==> src/rtl/inv_sub_nibble_engine_pkg.sv <==
// rtl/inv_sub_nibble_engine_pkg.sv - shared sbox tables, nibble permutation and FSM state type
package inv_sub_nibble_engine_pkg;

    typedef enum logic [1:0] {
        ST_IDLE = 2'd0,
        ST_RUN  = 2'd1,
        ST_DONE = 2'd2
    } state_t;

    // Nibble x of each table holds the mapped value of x; nibble i of PERM_TBL holds P[i].
    localparam logic [63:0] SBOX_TBL     = 64'h2174_8FE3_DA09_B65C;
    localparam logic [63:0] INV_SBOX_TBL = 64'hA970_364B_D21C_8FE5;
    localparam logic [63:0] PERM_TBL     = 64'hF852_B41E_70DA_3C96;

    function automatic logic [3:0] sbox(input logic [3:0] x);
        return SBOX_TBL[{x, 2'b00} +: 4];
    endfunction

    function automatic logic [3:0] inv_sbox(input logic [3:0] x);
        return INV_SBOX_TBL[{x, 2'b00} +: 4];
    endfunction

    function automatic logic [3:0] perm_idx(input int i);
        return PERM_TBL[i*4 +: 4];
    endfunction

    function automatic logic [63:0] sub_nibble(input logic [63:0] x);
        logic [63:0] r;
        r = '0;
        for (int i = 0; i < 16; i++) begin
            r[i*4 +: 4] = sbox(x[perm_idx(i)*4 +: 4]);
        end
        return r;
    endfunction

endpackage

==> src/rtl/inv_sub_nibble_engine_if.sv <==
// rtl/inv_sub_nibble_engine_if.sv - block input/output handshake bundle
interface inv_sub_nibble_engine_if;
    logic        in_valid;
    logic        in_ready;
    logic [63:0] in_data;
    logic [63:0] in_key;
    logic [3:0]  in_rounds;
    logic        out_valid;
    logic        out_ready;
    logic [63:0] out_data;
    logic        busy;

    modport master (
        output in_valid, in_data, in_key, in_rounds, out_ready,
        input  in_ready, out_valid, out_data, busy
    );

    modport slave (
        input  in_valid, in_data, in_key, in_rounds, out_ready,
        output in_ready, out_valid, out_data, busy
    );
endinterface

==> src/rtl/inv_sub_nibble_engine_round.sv <==
// rtl/inv_sub_nibble_engine_round.sv - one combinational inverse round: unkey, unpermute, inverse sbox
module inv_nibble_round
    import inv_sub_nibble_engine_pkg::*;
(
    input  logic [63:0] state,
    input  logic [63:0] key,
    output logic [63:0] result
);

    logic [63:0] t;
    logic [63:0] u;

    assign t = state ^ key;

    always_comb begin
        u      = '0;
        result = '0;
        // Undo the forward gather: nibble i came from input nibble P[i].
        for (int i = 0; i < 16; i++) begin
            u[perm_idx(i)*4 +: 4] = t[i*4 +: 4];
        end
        for (int k = 0; k < 16; k++) begin
            result[k*4 +: 4] = inv_sbox(u[k*4 +: 4]);
        end
    end

endmodule

==> src/rtl/inv_sub_nibble_engine.sv <==
// rtl/inv_sub_nibble_engine.sv - iterative inverse SubNibble engine, one round per clock
module inv_sub_nibble_engine
    import inv_sub_nibble_engine_pkg::*;
#(
    parameter int MAX_ROUNDS = 16
) (
    input  logic                   clk,
    input  logic                   rst_n,
    inv_sub_nibble_engine_if.slave bus
);

    localparam logic [4:0] MAX_R = 5'(MAX_ROUNDS);

    state_t      st, st_nx;
    logic        live;
    logic [63:0] data_q, key_q, round_out;
    logic [4:0]  cnt_q, req_rounds, eff_rounds;
    logic        ready, accept;

    assign req_rounds = (bus.in_rounds == 4'd0) ? 5'd16 : {1'b0, bus.in_rounds};
    assign eff_rounds = (req_rounds > MAX_R) ? MAX_R : req_rounds;
    assign accept     = bus.in_valid && ready;

    inv_nibble_round u_round (
        .state  (data_q),
        .key    (key_q),
        .result (round_out)
    );

    // live holds in_ready low until the first edge after reset release.
    always_ff @(posedge clk or negedge rst_n) begin
        if (!rst_n) begin
            st   <= ST_IDLE;
            live <= 1'b0;
        end else begin
            st   <= st_nx;
            live <= 1'b1;
        end
    end

    always_comb begin
        st_nx = st;
        case (st)
            ST_IDLE: if (accept)              st_nx = ST_RUN;
            ST_RUN:  if (cnt_q == 5'd1)       st_nx = ST_DONE;
            ST_DONE: if (bus.out_ready)       st_nx = ST_IDLE;
            default:                          st_nx = ST_IDLE;
        endcase
    end

    always_comb begin
        ready        = live && (st == ST_IDLE);
        bus.in_ready = ready;
        bus.busy     = (st == ST_RUN);
        bus.out_valid = (st == ST_DONE);
        bus.out_data = (st == ST_DONE) ? data_q : 64'd0;
    end

    always_ff @(posedge clk or negedge rst_n) begin
        if (!rst_n) begin
            data_q <= '0;
            key_q  <= '0;
            cnt_q  <= '0;
        end else if (accept) begin
            data_q <= bus.in_data;
            key_q  <= bus.in_key;
            cnt_q  <= eff_rounds;
        end else if (st == ST_RUN) begin
            data_q <= round_out;
            cnt_q  <= cnt_q - 5'd1;
        end
    end

endmodule

==> src/flat_wrapper.sv <==
// flat-port wrapper written by rule: the top's interface ports become plain ports
module inv_sub_nibble_engine_flat import inv_sub_nibble_engine_pkg::*;
#(
    parameter int MAX_ROUNDS = 16
)
  (clk, rst_n, bus_in_valid, bus_in_data, bus_in_key, bus_in_rounds, bus_out_ready, bus_in_ready, bus_out_valid, bus_out_data, bus_busy);
  inv_sub_nibble_engine_if bus_i ();
  input  logic clk;
  input  logic rst_n;
  input wire logic [$bits(bus_i.in_valid)-1:0] bus_in_valid;
  input wire logic [$bits(bus_i.in_data)-1:0] bus_in_data;
  input wire logic [$bits(bus_i.in_key)-1:0] bus_in_key;
  input wire logic [$bits(bus_i.in_rounds)-1:0] bus_in_rounds;
  input wire logic [$bits(bus_i.out_ready)-1:0] bus_out_ready;
  output wire logic [$bits(bus_i.in_ready)-1:0] bus_in_ready;
  output wire logic [$bits(bus_i.out_valid)-1:0] bus_out_valid;
  output wire logic [$bits(bus_i.out_data)-1:0] bus_out_data;
  output wire logic [$bits(bus_i.busy)-1:0] bus_busy;
  assign bus_i.in_valid = bus_in_valid;
  assign bus_i.in_data = bus_in_data;
  assign bus_i.in_key = bus_in_key;
  assign bus_i.in_rounds = bus_in_rounds;
  assign bus_i.out_ready = bus_out_ready;
  assign bus_in_ready = bus_i.in_ready;
  assign bus_out_valid = bus_i.out_valid;
  assign bus_out_data = bus_i.out_data;
  assign bus_busy = bus_i.busy;
  inv_sub_nibble_engine #(.MAX_ROUNDS(MAX_ROUNDS)) u_core (.clk(clk), .rst_n(rst_n), .bus(bus_i));
endmodule
==> config.mk <==
export PLATFORM = sky130hd
export DESIGN_NAME = inv_sub_nibble_engine_flat
export DESIGN_NICKNAME = d
export VERILOG_FILES = /design/src/rtl/inv_sub_nibble_engine_pkg.sv /design/src/rtl/inv_sub_nibble_engine_if.sv /design/src/rtl/inv_sub_nibble_engine_round.sv /design/src/rtl/inv_sub_nibble_engine.sv /design/src/flat_wrapper.sv
export SDC_FILE = /design/constraint.sdc
export NUM_CORES = 1
export LEC_CHECK = 0
export BUFFER_PORTS_ARGS = -buffer_cell sky130_fd_sc_hd__buf_2
export CAP_MARGIN = 20
export CORE_MARGIN = 2
export CORE_UTILIZATION = 45
export DETAILED_ROUTE_END_ITERATION = 6
export PLACE_DENSITY = 0.68
export SLEW_MARGIN = 20
export SYNTH_ARGS = -nofsm -noshare
export SYNTH_HDL_FRONTEND = slang
export SYNTH_SLANG_ARGS = --single-unit
==> constraint.sdc <==
create_clock -name clk -period 1.8 [get_ports clk]
set_input_delay 0.36 -clock clk [delete_from_list [all_inputs] [get_ports clk]]
set_output_delay 0.36 -clock clk [all_outputs]
set_load 0.01 [all_outputs]
==> results of run 1 <==
-- power groups by stage --
stage	combinational, uW	sequential, uW	clock, uW
after floorplan	12100	5970	0
after global placement	17300	6340	0
after detailed placement	17500	6360	0
after CTS	18400	6320	3430
after global routing	22300	6640	3550
final	20100	6440	3380
-- critical path, cell delays in order, from the launching register on --
cell and delay, ns:
dfrtp_1 0.40, buf_6 0.13, nor2b_4 0.13, buf_12 0.16, buf_12 0.14, and2_1 0.15
buf_2 0.14
-- kinds of logic after synthesis --
group | count (synthesis)
AOI/OAI and AO/OA | 240
adders and majority gates | 18
buffers and inverters | 82
muxes | 4
and+or+nand+nor | 522
xor gates and xnor gates | 96
other | 1
DFF | 136
-- registers in the layout, summed over array words and instances (netlist names) --
name           flops
u_core.key_q      64
u_core.live        1
u_core.data_q     64
u_core.st          2
u_core.cnt_q       5
-- synthesized netlist by cell type (all sizes together), types with 2 or more instances --
library cell	n	area [um^2]
o31ai	16	120
a22o	2	17.5
a211oi	10	75.1
nand3	44	220
a221o	2	20.0
xnor2	48	420
o32a	8	80.1
or4	7	52.6
nor2	52	198
o211ai	11	82.6
a31o	3	26.3
nand4	7	43.8
xor2	48	488
a21o	14	105
buf	26	129
dfrtp	136	3400
o22ai	7	43.8
nor4	2	12.5
clkbuf	20	75.1
nor3	41	210
nand2	261	980
nand2b	8	50.1
and3	25	156
mux2i	4	40.0
and2	64	402
ha	18	225
o21ai	51	255
o221ai	4	35.0
a211o	9	78.8
a31oi	23	144
a22oi	26	195
or3	5	31.3
a311oi	8	70.1
a21oi	44	220
inv	36	135
-- stage by stage --
| stage | hold slack [ns] | instances |
|---|---|---|
| 2_1_floorplan | 0.0644 | 1099 |
| 3_3_place_gp | 0.275 | 1610 |
| 3_5_place_dp | 0.274 | 1610 |
| 4_1_cts | 0.110 | 1659 |
| 5_1_grt | 0.123 | 1697 |
| 6_report | 0.122 | 1698 |
-- how the worst min path moves through the flow --
stage	end	depth (start not counted)	startpoint	slack (ns)
after floorplan	u_core.cnt_q[0]	0	rst_n	0.06
after global placement	u_core.cnt_q[1]	1	rst_n	0.27
after CTS	u_core.key_q[57]	3	bus_in_key[57]	0.11
after detailed placement	u_core.cnt_q[1]	1	rst_n	0.27
after global routing	u_core.key_q[54]	3	bus_in_key[54]	0.12
final	u_core.key_q[57]	3	bus_in_key[57]	0.12
-- per-layer routing --
layer | vias up | part of all wire, % | GRT usage, %
met5 | - | 0 | 0
met4 | 0 | 3.3 | 10.9
met3 | 68 | 5.0 | 4.54
met2 | 313 | 48 | 44.3
met1 | 4448 | 44 | 36.6
li1 | 4489 | - | -
-- layout make-up --
| type | count | area (um^2) | share of cell area [%] |
|---|---|---|---|
| inverters | 36 | 140 | 1.10 |
| flip-flops and latches | 136 | 3400 | 26.6 |
| repair buffers | 342 | 2790 | 21.8 |
| clock buffers | 23 | 498 | 3.90 |
| multi-input cells | 886 | 5540 | 43.4 |
| diodes | 2 | 5.00 | 0.0392 |
| well taps | 265 | 332 | 2.59 |
| clock inverters | 8 | 70.1 | 0.548 |
-- placed cells by master (no fill, tap or decap), drive strengths merged, types with 16 or more instances in the layout --
cell / netlist / final
buf: 26 / 331
nand2: 261 / 261
dfrtp: 136 / 136
and2: 64 / 64
nor2: 52 / 57
o21ai: 51 / 51
xnor2: 48 / 48
xor2: 48 / 48
nand3: 44 / 44
a21oi: 44 / 44
nor3: 41 / 41
inv: 36 / 36
clkbuf: 20 / 32
a22oi: 26 / 26
and3: 25 / 25
a31oi: 23 / 23
ha: 18 / 18
o31ai: 16 / 16
-- timing repair --
action / in CTS / in global routing
cloned: 6 / 16
hold buffers: 1 / 0
hold endpoints to repair: 28 / 0
setup buffers: 11 / 22
setup endpoints to repair: 99 / 113
pin swaps: 4 / 25
gates resized for setup: 50 / 100
==> results.py, run 1 <==
metrics = {
    "logic_synthesis": {
        "synth_xor_area_share_pct": 10.2,
        "ys_types": 49,
        "syn_area_um2": 8910,
        "synth_compound_area_share_pct": 17.8,
        "yosysSeqAreaShare_pct": 38.2,
        "synth_edf_count": 0,
        "ys_ff_latch": 136,
        "synth_adder_area_share_pct": 2.53,
        "syn_nets": 1253,
        "async_reset_ff_share_pct": 100,
        "muxShareOfSynthArea_pct": 0.449,
        "yosys_warnings": 0,
        "synthFlopType": "dfrtp_1",
        "synth_top_family_by_area": "simple AND/OR/NAND/NOR gates",
        "synthCells": 1099,
        "synthSimpleGateAreaFrac_pct": 27.0,
        "syn_avg_cell_area_um2": 8.11,
    },
    "power": {
        "power.density_nw_per_um2": 2340,
        "switching_share_pct": 46.6,
        "p_switching_uw": 14000,
        "finalPower_uw": 30000,
        "combPwrFrac_pct": 67.2,
        "leakage_uw": 0.00627,
        "peakVddDrop_uv": 1250,
        "p_int_uw": 16000,
        "sequentialPowerShare_pct": 21.5,
        "clockPowerShare_pct": 11.3,
    },
    "run_status": {
        "outcome": "finished, violations left",
        "violations": "setup timing",
    },
    "clocking": {
        "cts_root_buf": "clkbuf_16",
        "cts_buffers": 17,
        "clkTransAtPathRegs_ns": 0.06,
        "clockBufferDepth": 2,
        "clock_sinks": 136,
        "cts_tree": "built",
        "htree_num_levels": 4,
        "clk_latency_ns": 0.42,
    },
    "global_route": {
        "grt_pass1_vias": 8826,
        "grt_max_degree": 44,
        "overflow": 0,
        "antenna_found_initial": 1,
        "grt_pass1_wl_mm": 44.8,
        "grt_use_total_pct": 27.4,
    },
    "worst_setup_path": {
        "reg2reg_depth": 9,
        "startpoint": "u_core.st[0]",
        "cp_max_fo": 16,
        "endpoint": "bus_out_data[42]",
        "arrival_ns": 1.68,
        "crit_type": "reg -> out",
        "cp-end-kind": "output pin",
        "r2r_start": "u_core.st[1]",
        "r2r_end": "u_core.data_q[9]",
        "cp.required_ns": 1.44,
        "reg2reg_slack_ns": -0.12,
        "start_kind": "flop",
    },
    "final_layout": {
        "final_util_pct": 65.7,
        "final_area_um2": 12800,
        "layout.nets": 1573,
        "final_layout_size_suffix_gt1_share_pct": 32.0,
        "synthToLayoutAreaGrowth_pct": 43.3,
        "fillers": 1624,
    },
    "die": {
        "io_pins": 203,
        "fp.coreArea_um2": 19500,
        "fp-row-count": 51,
        "die_y_um": 145,
        "die_w_um": 145,
        "die-area_um2": 20900,
        "initial_core_util_pct": 45.8,
    },
    "sta": {
        "finalCriticalPeriod_ns": 2.04,
        "setup_ws_ns": -0.237,
        "fmax_mhz": 491,
        "fin_crit_sh_pct": 113,
        "finalHoldViolCount": 0,
        "skew_ns": 0.00959,
        "setup-violations-final": 147,
        "slew_headroom_pct": 62.0,
        "worst_pin_slew_ns": 0.569,
        "fin_setup_tns_ns": -15.82,
        "rsz0062_at_grt": "yes",
        "final-max-slew-violation-count": 0,
    },
    "route": {
        "firstDrtPassIters": 7,
        "dr.first_iter.drc_count": 481,
        "postRouteAntennaNets": 0,
        "route.detailed.drc": 0,
        "num_vias": 9318,
        "finalWirelength_mm": 30.6,
        "vias_per_cell": 5.49,
        "wl_per_cell_um": 18.0,
    },
    "placed_design": {
        "dpl_cell_area_um2": 10900,
        "io_buffers": 202,
        "dpl.hpwl_mm": 18.6,
        "place_ws_ns": -0.104,
        "routabilityCongestion": 0.933,
    },
    "hold_path": {
        "hold_class": "in -> reg",
    },
    "job": {
        "max_cap_violations": 0,
    },
}
Power figures use the tool's default switching activity.
==> run 2: changes to the inputs <==
--- a/config.mk
+++ b/config.mk
@@ -7,10 +7,12 @@
 export LEC_CHECK = 0
 export BUFFER_PORTS_ARGS = -buffer_cell sky130_fd_sc_hd__buf_2
 export CAP_MARGIN = 20
+export CELL_PAD_IN_SITES_DETAIL_PLACEMENT = 1
+export CELL_PAD_IN_SITES_GLOBAL_PLACEMENT = 1
 export CORE_MARGIN = 2
-export CORE_UTILIZATION = 45
+export CORE_UTILIZATION = 36
 export DETAILED_ROUTE_END_ITERATION = 6
-export PLACE_DENSITY = 0.68
+export PLACE_DENSITY = 0.74
 export SLEW_MARGIN = 20
 export SYNTH_ARGS = -nofsm -noshare
 export SYNTH_HDL_FRONTEND = slang
==> run 2 against run 1 <==
Net effect:
- the flow still finishes with violations (setup timing)
- sequential cell count unchanged
- worst hold slack worse by 0.0024 ns
- clock skew up 0.0021 ns
- wire length up 10%
- non-clock buffer count down 16
==> results.py, run 2 (synthesis gave the netlist of run 1 again) <==
metrics = {
    "route": {
        "dr.first_iter.drc_count": 356,
        "route.detailed.drc": 0,
        "postRouteAntennaNets": 0,
        "finalWirelength_mm": 33.7,
        "firstDrtPassIters": 5,
        "num_vias": 9307,
        "wl_per_cell_um": 19.4,
        "vias_per_cell": 5.35,
    },
    "run_status": {
        "outcome": "finished, violations left",
        "violations": "setup timing",
    },
    "clocking": {
        "htree_num_levels": 4,
        "clock_sinks": 136,
        "clk_latency_ns": 0.43,
        "cts_buffers": 17,
        "cts_tree": "built",
        "cts_root_buf": "clkbuf_16",
        "clockBufferDepth": 2,
        "clkTransAtPathRegs_ns": 0.06,
    },
    "power": {
        "leakage_uw": 0.00614,
        "peakVddDrop_uv": 835,
        "finalPower_uw": 31600,
        "power.density_nw_per_um2": 2500,
    },
    "die": {
        "die_y_um": 161,
        "die-area_um2": 26000,
        "fp-row-count": 57,
        "initial_core_util_pct": 36.7,
        "fp.coreArea_um2": 24300,
        "die_w_um": 161,
        "io_pins": 203,
    },
    "sta": {
        "setup_ws_ns": -0.227,
        "fmax_mhz": 493,
        "worst_pin_slew_ns": 0.628,
        "finalHoldViolCount": 0,
        "hold_ws_ns": 0.120,
        "final-max-slew-violation-count": 0,
        "setup-violations-final": 82,
        "finalCriticalPeriod_ns": 2.03,
        "rsz0062_at_grt": "yes",
        "slew_headroom_pct": 58.0,
        "fin_crit_sh_pct": 113,
        "skew_ns": 0.0117,
    },
    "global_route": {
        "antenna_found_initial": 3,
        "grt_max_degree": 53,
        "overflow": 0,
        "grt_pass1_wl_mm": 51.0,
        "grt_pass1_vias": 9590,
        "grt_use_total_pct": 24.6,
    },
    "worst_setup_path": {
        "reg2reg_slack_ns": -0.07,
        "r2r_end": "u_core.data_q[22]",
        "crit_type": "reg -> out",
        "r2r_start": "u_core.st[1]",
        "cp-end-kind": "output pin",
        "cp_max_fo": 12,
        "arrival_ns": 1.67,
        "cp.required_ns": 1.44,
        "reg2reg_depth": 7,
        "start_kind": "flop",
    },
    "final_layout": {
        "layout.nets": 1553,
        "final_cell_mix": "nand2_1 (249), buf_2 (188), dfrtp_1 (135)",
        "fillers": 2925,
        "final_common_cell": "nand2_1",
        "final_util_pct": 51.9,
        "final_layout_size_suffix_gt1_share_pct": 32.4,
        "fin_cells": 1739,
        "synthToLayoutAreaGrowth_pct": 41.5,
        "reg.largest.list": "u_core.data_q (64), u_core.key_q (64), u_core.cnt_q (5)",
    },
    "hold_path": {
        "min_to": "u_core.key_q[59]",
        "hold_depth": 3,
        "hold_class": "in -> reg",
        "hold_path.startpoint": "bus_in_key[59]",
    },
    "placed_design": {
        "placed_cells": 1683,
        "routabilityCongestion": 0.876,
        "io_buffers": 202,
        "dpl.hpwl_mm": 22.4,
    },
    "job": {
        "max_cap_violations": 0,
    },
}
==> run 2: repair_timing <==
action	4_1_cts	5_1_grt
pin swaps	4	18
endpoints found under the setup margin	95	87
cloned	2	5
hold buffers	1	0
hold endpoints to repair	23	0
gates resized for setup	21	108
buffers inserted	7	7
==> run 2: worst max path at each step <==
stage                            startpoint                end  slack [ns]  depth (start not counted)
after CTS                      u_core.st[0]   bus_out_data[30]       -0.27                          6
after floorplan           u_core.data_q[52]  u_core.data_q[22]       0.002                          6
after global placement    u_core.data_q[36]   u_core.data_q[7]      -0.003                          6
final                          u_core.st[0]   bus_out_data[26]       -0.23                          6
after global routing           u_core.st[0]   bus_out_data[26]       -0.26                          6
after detailed placement       u_core.st[1]  u_core.data_q[56]       -0.07                          6
==> run 2: critical path: stages, from the launching register on <==
cell and delay (ns):
dfrtp_1 0.39, buf_6 0.13, nor2b_4 0.12, buf_12 0.15, clkbuf_16 0.18, and2_1 0.14
buf_2 0.13
==> run 2: where the power goes <==
part | total, uW | internal [uW] | switching (uW)
combinational | 21100 | 9490 | 11600
sequential | 6540 | 4690 | 1850
clock | 3930 | 2470 | 1450
total | 31600 | 16700 | 14900
==> run 2: cell type report <==
type | count | area (um^2) | area share (%)
well taps | 324 | 405 | 3.21
flip-flops and latches | 136 | 3400 | 27.0
repair buffers | 326 | 2370 | 18.8
multi-input cells | 882 | 5630 | 44.7
clock buffers | 22 | 484 | 3.84
clock inverters | 10 | 165 | 1.31
inverters | 36 | 143 | 1.13
diodes | 3 | 7.51 | 0.0595
==> run 2: through the flow <==
stage          setup slack, ns   TNS, ns  area (um^2)
3_5_place_dp           -0.0654    -0.572        11100
5_1_grt                 -0.263    -18.12        12600
3_3_place_gp          -0.00311  -0.00311        11100
2_1_floorplan          0.00222         0         8930
4_1_cts                 -0.267    -14.55        12000
6_report                -0.227    -12.96        12600
==> run 2: layer usage <==
metal,wire [um],track usage (%),vias up,part of all wire (%)
met2,17000,42.6,207,50
met1,14600,32.0,4623,43
met3,1310,3.44,46,3.9
met5,0,0,-,0
li1,-,-,4431,-
met4,812,7.55,0,2.4
